[src/rtl/lcd_sync_gen.sv]
// LCD capture-path synchroniser: registers the parallel bus, qualifies active pixels,
// produces X/Y coordinates, SOF/EOL strobes, measured geometry and a sticky geometry error.
module lcd_sync_gen #(
  parameter int DATA_W  = 24,
  parameter int COORD_W = 12,
  parameter bit HS_POL  = 1'b1,
  parameter bit VS_POL  = 1'b0,
  parameter bit USE_DE  = 1'b1,
  parameter int H_BP    = 40,
  parameter int H_ACT   = 800,
  parameter int V_BP    = 29,
  parameter int V_ACT   = 480
) (
  input  logic               lcd_pclk_i,
  input  logic               rst,
  input  logic [DATA_W-1:0]  lcd_data_i,
  input  logic               lcd_vsync_i,
  input  logic               lcd_hsync_i,
  input  logic               lcd_de_i,
  input  logic               lcd_err_clr_i,
  output logic               lcd_clk_o,
  output logic [DATA_W-1:0]  lcd_data_o,
  output logic               lcd_data_valid_o,
  output logic [COORD_W-1:0] lcd_x_o,
  output logic [COORD_W-1:0] lcd_y_o,
  output logic               lcd_sof_o,
  output logic               lcd_eol_o,
  output logic [COORD_W-1:0] lcd_width_o,
  output logic [COORD_W-1:0] lcd_height_o,
  output logic               lcd_geom_err_o
);

  typedef enum logic [1:0] {H_IDLE, H_PORCH, H_ACTIVE} h_state_t;
  typedef enum logic [1:0] {V_IDLE, V_PORCH, V_ACTIVE} v_state_t;

  localparam logic [COORD_W-1:0] COORD_MAX = '1;

  logic hs_q, vs_q, hs_end, vs_end, act;
  logic had_act, first_line, seen_vs, line_end, x_sat, geom_set;
  logic [COORD_W-1:0] x_cnt, y_cnt, x_eff, y_inc, y_eff;

  assign lcd_clk_o = lcd_pclk_i;
  assign hs_end = (hs_q == HS_POL) && (lcd_hsync_i != HS_POL);
  assign vs_end = (vs_q == VS_POL) && (lcd_vsync_i != VS_POL);

  generate
    if (USE_DE) begin : g_de
      assign act = lcd_de_i;
    end else begin : g_timing
      h_state_t    h_state, h_state_n, h_st;
      v_state_t    v_state, v_state_n, v_st;
      logic [15:0] h_cnt, h_cnt_n, h_c, v_cnt, v_cnt_n, v_c;
      logic        unused_de;

      assign unused_de = lcd_de_i;

      always_ff @(posedge lcd_pclk_i) begin
        if (rst) begin
          h_state <= H_IDLE;
          v_state <= V_IDLE;
          h_cnt   <= '0;
          v_cnt   <= '0;
        end else begin
          h_state <= h_state_n;
          v_state <= v_state_n;
          h_cnt   <= h_cnt_n;
          v_cnt   <= v_cnt_n;
        end
      end

      // A sync edge restarts its porch in the same cycle, so H_BP=0 is active on hs_end itself
      always_comb begin
        h_st = h_state;
        h_c  = h_cnt;
        if (hs_end) begin
          h_st = (H_BP == 0) ? H_ACTIVE : H_PORCH;
          h_c  = '0;
        end
        h_state_n = h_st;
        h_cnt_n   = h_c + 16'd1;
        case (h_st)
          H_PORCH:  if (h_c == 16'(H_BP - 1)) begin h_state_n = H_ACTIVE; h_cnt_n = '0; end
          H_ACTIVE: if (h_c == 16'(H_ACT - 1)) begin h_state_n = H_IDLE; h_cnt_n = '0; end
          default:  h_cnt_n = '0;
        endcase

        v_st = v_state;
        v_c  = v_cnt;
        if (vs_end) begin
          v_st = (V_BP == 0) ? V_ACTIVE : V_PORCH;
          v_c  = '0;
        end
        v_state_n = v_st;
        v_cnt_n   = v_c;
        if (hs_end) begin
          case (v_st)
            V_PORCH:  if (v_c + 16'd1 == 16'(V_BP)) begin v_state_n = V_ACTIVE; v_cnt_n = '0; end
                      else v_cnt_n = v_c + 16'd1;
            V_ACTIVE: if (v_c + 16'd1 == 16'(V_ACT)) begin v_state_n = V_IDLE; v_cnt_n = '0; end
                      else v_cnt_n = v_c + 16'd1;
            default:  v_cnt_n = '0;
          endcase
        end
      end

      // The line opened by this cycle's hs_end already belongs to the updated V state
      assign act = (h_st == H_ACTIVE) && (v_state_n == V_ACTIVE);
    end
  endgenerate

  assign x_eff    = hs_end ? '0 : x_cnt;
  assign x_sat    = (x_eff == COORD_MAX);
  assign line_end = hs_end && had_act;
  assign y_inc    = (line_end && (y_cnt != COORD_MAX)) ? y_cnt + 1'b1 : y_cnt;
  assign y_eff    = vs_end ? '0 : y_inc;
  assign geom_set = (act && x_sat) ||
                    (line_end && !first_line && (x_cnt != lcd_width_o));

  always_ff @(posedge lcd_pclk_i) begin
    if (rst) begin
      hs_q             <= 1'b0;
      vs_q             <= 1'b0;
      x_cnt            <= '0;
      y_cnt            <= '0;
      had_act          <= 1'b0;
      first_line       <= 1'b1;
      seen_vs          <= 1'b0;
      lcd_data_o       <= '0;
      lcd_data_valid_o <= 1'b0;
      lcd_x_o          <= '0;
      lcd_y_o          <= '0;
      lcd_sof_o        <= 1'b0;
      lcd_eol_o        <= 1'b0;
      lcd_width_o      <= '0;
      lcd_height_o     <= '0;
      lcd_geom_err_o   <= 1'b0;
    end else begin
      hs_q             <= lcd_hsync_i;
      vs_q             <= lcd_vsync_i;
      lcd_data_valid_o <= act;
      lcd_data_o       <= act ? lcd_data_i : '0;
      lcd_sof_o        <= vs_end;
      lcd_eol_o        <= line_end;
      if (act) begin
        lcd_x_o <= x_eff;
        lcd_y_o <= y_eff;
        x_cnt   <= x_sat ? x_eff : x_eff + 1'b1;
      end else begin
        x_cnt   <= x_eff;
      end
      had_act <= act || (had_act && !hs_end);
      y_cnt   <= y_eff;
      if (line_end) lcd_width_o <= x_cnt;
      // Only a frame that started on an observed vs_end has a trustworthy line count
      if (vs_end) begin
        seen_vs <= 1'b1;
        if (seen_vs) lcd_height_o <= y_inc;
      end
      if (vs_end) first_line <= 1'b1;
      else if (line_end) first_line <= 1'b0;
      if (geom_set) lcd_geom_err_o <= 1'b1;
      else if (lcd_err_clr_i) lcd_geom_err_o <= 1'b0;
    end
  end

endmodule

[config.mk]
export PLATFORM = sky130hd
export DESIGN_NAME = lcd_sync_gen
export DESIGN_NICKNAME = d
export VERILOG_FILES = /design/src/rtl/lcd_sync_gen.sv
export SDC_FILE = /design/constraint.sdc
export NUM_CORES = 1
export LEC_CHECK = 0
export CORE_MARGIN = 1.5
export CORE_UTILIZATION = 30
export DETAILED_ROUTE_END_ITERATION = 16
export GPL_TIMING_DRIVEN = 0
export MAX_ROUTING_LAYER = met4
export PLACE_DENSITY = 0.64
export SETUP_SLACK_MARGIN = 0.1
export SLEW_MARGIN = 20
export SYNTH_ARGS = -nofsm -noshare
export SYNTH_HDL_FRONTEND = slang
export SYNTH_SLANG_ARGS = --single-unit
[constraint.sdc]
create_clock -name lcd_pclk_i -period 2.7 [get_ports lcd_pclk_i]
set_input_delay 0.54 -clock lcd_pclk_i [delete_from_list [all_inputs] [get_ports lcd_pclk_i]]
set_output_delay 0.54 -clock lcd_pclk_i [all_outputs]
set_load 0.02 [all_outputs]
## Word level (Yosys, flattened, before mapping)

Index checks and enable logic that the tools add are counted.
Widths: inputs -> output; s select.

- Equality and inequality tests: 3
- Multiplexer cells: 7
- Bitwise operators: 3
- Add/sub/neg operators: 2
- Reduce and logical (&&, ||, !) cells: 16

Operator list:

| operator | count |
|---|---|
| $mux 12 | 5 |
| $add 12x1->12 const B | 2 |
| $eq 12x12->1 const B | 1 |
| $ne 12x12->1 | 1 |
| $ne 12x12->1 const B | 1 |
| $logic_and 1x1->1 | 8 |
| $reduce_or 2->1 | 2 |
| $not 1->1 | 3 |
| $logic_not 1->1 | 2 |
| $logic_or 1x1->1 | 2 |
| $mux 1 | 2 |
| $reduce_and 2->1 | 1 |
| $reduce_bool 2->1 | 1 |

- Input bits: 30
- Output and inout bits: 77
- Register bits: 105

## Depth between registers and ports, before layout

- Depth after elaboration: 7
- Depth in mapped cells: 10
- Depth with buffers taken out: 8

==> flow_summary.toml <==
[worst_setup_path]
worstSetupStartpoint = "lcd_pclk_i"
worstPathArrival_ns = 2.02
reg2regPathDepth = 10
regToRegSetupSlack_ns = 0.39
cpPeakStageDelay_ns = 0.31
cp_max_fo = 2
critPathCaptureType = "output pin"
start_kind = "clock port"
required_ns = 2.16
endpoint = "lcd_clk_o"
cp_slowest_cell = "dlygate4sd2_1"
path_cells = "clkbuf_16 > clkbuf_16 > buf_4 > dlygate4sd2_1"
critPathKind = "clock port to output pin"
r2r-end = "x_cnt[9]"
cp_common_cell = "clkbuf_16"
r2r-start = "hs_q"

[timing]
tightest_slew_ns = 0.650
setup_violations = 0
slew_headroom = 0.565
fin_setup_tns_ns = 0
finalHoldViolations = 0
finalMaxSlewViolations = 0
skew_ns = 0.00386
rsz0062_at_grt = "false"
timing.hold.ws_ns = 0.424

[layout]
fin_area_um2 = 5650
multi_input_area_um2 = 1790
layout.nets = 593
antenna_cells = 0
area_delta_synth_final_pct = 41.1
layout-drive-gt1-share = 0.0707
regArea_um2 = 2100
final_cell_mix = "dfxtp_1, clkdlybuf4s50_1, nand2_1"
final_common_cell = "dfxtp_1"
fillCellCount = 1296
fin_util = 0.430
instances_no_fill = 742

[min_path]
min-delay-path-class = "primary input to flop"

[yosys]
synth_cells = 442
synth.distinct_cells = 47
yosys_warnings = 0
syn_area_um2 = 4000
synth_edf_count = 0
syn_area_per_cell_um2 = 9.06
synth_nets = 474
synth_ff_type = "dfxtp_1"
async_flop_share = 0
seq_area_frac_synth = 0.525
synth-seq-cells = 105

[routing]
drc = 0
wire_per_inst_um = 14.3
vias_per_cell = 4.66
wirelength_mm = 10.6
vias = 3455
drt_iter0_markers = 173
drt_first_pass_iters = 4
final_antenna_net_count = 0

[job]
drv_cap = 0

[clocking]
cts_tree = "done"
cts_hold_buf = 0
clk_pin_slew_ns = 0.07
clock_latency_ns = 0.46
postCtsSetupRepairBufs = 0

[placed_design]
place_area_um2 = 5270
dp.cells = 723
dp_hpwl_mm = 7.73
io_buffer_count = 105
gp_congestion = 0.920

[outcome]
outcome = "finished clean"

[global_routing]
antenna_found_initial = 0
gr-total-overflow = 0
grt_pass1_wl_mm = 17.3
grt_use_total = 0.162
grt_max_degree = 16
grt_pass1_vias = 3476

[floorplan]
coreArea_um2 = 13100
die_h_um = 119
start_util = 0.305
die-area_um2 = 14000
fp-row-count = 42
die_x_um = 119
ios = 107

[power_and_ir_drop]
p_leak_uw = 0.00204
powerDensity_nw_per_um2 = 590
max-vdd-ir-drop_uv = 520
==> synth_stat cells, drive strengths merged, types with 2 or more instances <==
master	instances	area, um2
nand4	5	31.3
nor2b	4	25.0
a21o	3	22.5
a21oi	29	156
nand3b	2	27.5
xnor2	6	60.1
and3	5	31.3
xor2	17	149
ha	2	25.0
dfxtp	105	2100
mux2i	2	32.5
a211oi	10	85.1
o211ai	3	22.5
and4	2	22.5
nor2	39	146
a211o	2	17.5
inv	5	18.8
nand3	26	130
nand2	69	259
o21ai	18	90.1
nand2b	9	56.3
o22ai	4	25.0
clkbuf	13	48.8
nor3	6	30.0
nor4	4	31.3
buf	13	67.6
and2	28	175
nand4b	2	17.5
==> power by group <==
group | internal [uW] | switching (uW)
sequential | 1580 | 16.3
combinational | 112 | 126
clock | 892 | 605
==> critical path: cells and delay by family <==
family                 cells  cell delay, ns
buffers and inverters      4            0.67
==> cell type report <==
class,count,area share
Timing Repair Buffer,104,0.185
Buffer,26,0.0210
Clock buffer,17,0.0609
Tap cell,176,0.0390
Multi-Input combinational cell,306,0.316
Inverter,5,0.00332
Sequential cell,105,0.372
Clock inverter,3,0.00266
==> flip-flops by register name (all words and copies together) (netlist names) <==
register / count
lcd_data_o: 24
had_act: 1
y_cnt: 12
lcd_x_o: 12
lcd_y_o: 12
first_line: 1
x_cnt: 12
lcd_eol_o: 1
seen_vs: 1
lcd_height_o: 12
lcd_sof_o: 1
lcd_data_valid_o: 1
lcd_width_o: 12
lcd_geom_err_o: 1
vs_q: 1
hs_q: 1
==> stage by stage <==
step | power, uW | setup slack [ns]
2_1_floorplan | 1790 | 0.301
3_3_place_gp | 1930 | -0.407
4_1_cts | 3380 | 0.136
6_report | 3330 | 0.143
3_5_place_dp | 1940 | -0.413
5_1_grt | 3460 | 0.130
==> per-layer routing <==
metal,vias up,global-route usage,routed length (um)
met4,0,0.0512,144
met3,13,0.0444,391
met1,1637,0.195,4820
li1,1730,-,-
met2,75,0.263,5260
met5,-,-,0
==> repair_timing <==
action	CTS	global route
setup endpoints to repair	2	1
pin swaps	0	0
resized for setup	3	3
==> cell families (layout without fill, tap and decap cells) <==
group | Yosys count | in the layout | share of synthesized area
buffers and inverters | 31 | 155 | 0.0338
adder cells (fa/ha/maj) | 2 | 2 | 0.00625
flip-flops | 105 | 105 | 0.525
multiplexers | 2 | 2 | 0.00813
XOR/XNOR | 23 | 23 | 0.0522
AO/OA/AOI/OAI | 76 | 76 | 0.123
AND/OR/NAND/NOR | 203 | 203 | 0.252
==> worst min path at each step <==
stage / from / endpoint / slack [ns] / depth (start not counted)
3_5_place_dp: first_line / first_line / 0.44 / 1
2_1_floorplan: first_line / first_line / 0.42 / 1
6_report: lcd_hsync_i / hs_q / 0.42 / 2
3_3_place_gp: first_line / first_line / 0.43 / 1
4_1_cts: lcd_y_o[0] / lcd_y_o[0] / 0.45 / 2
5_1_grt: lcd_hsync_i / hs_q / 0.42 / 2
Note: power is estimated with default switching activity, not from simulation.
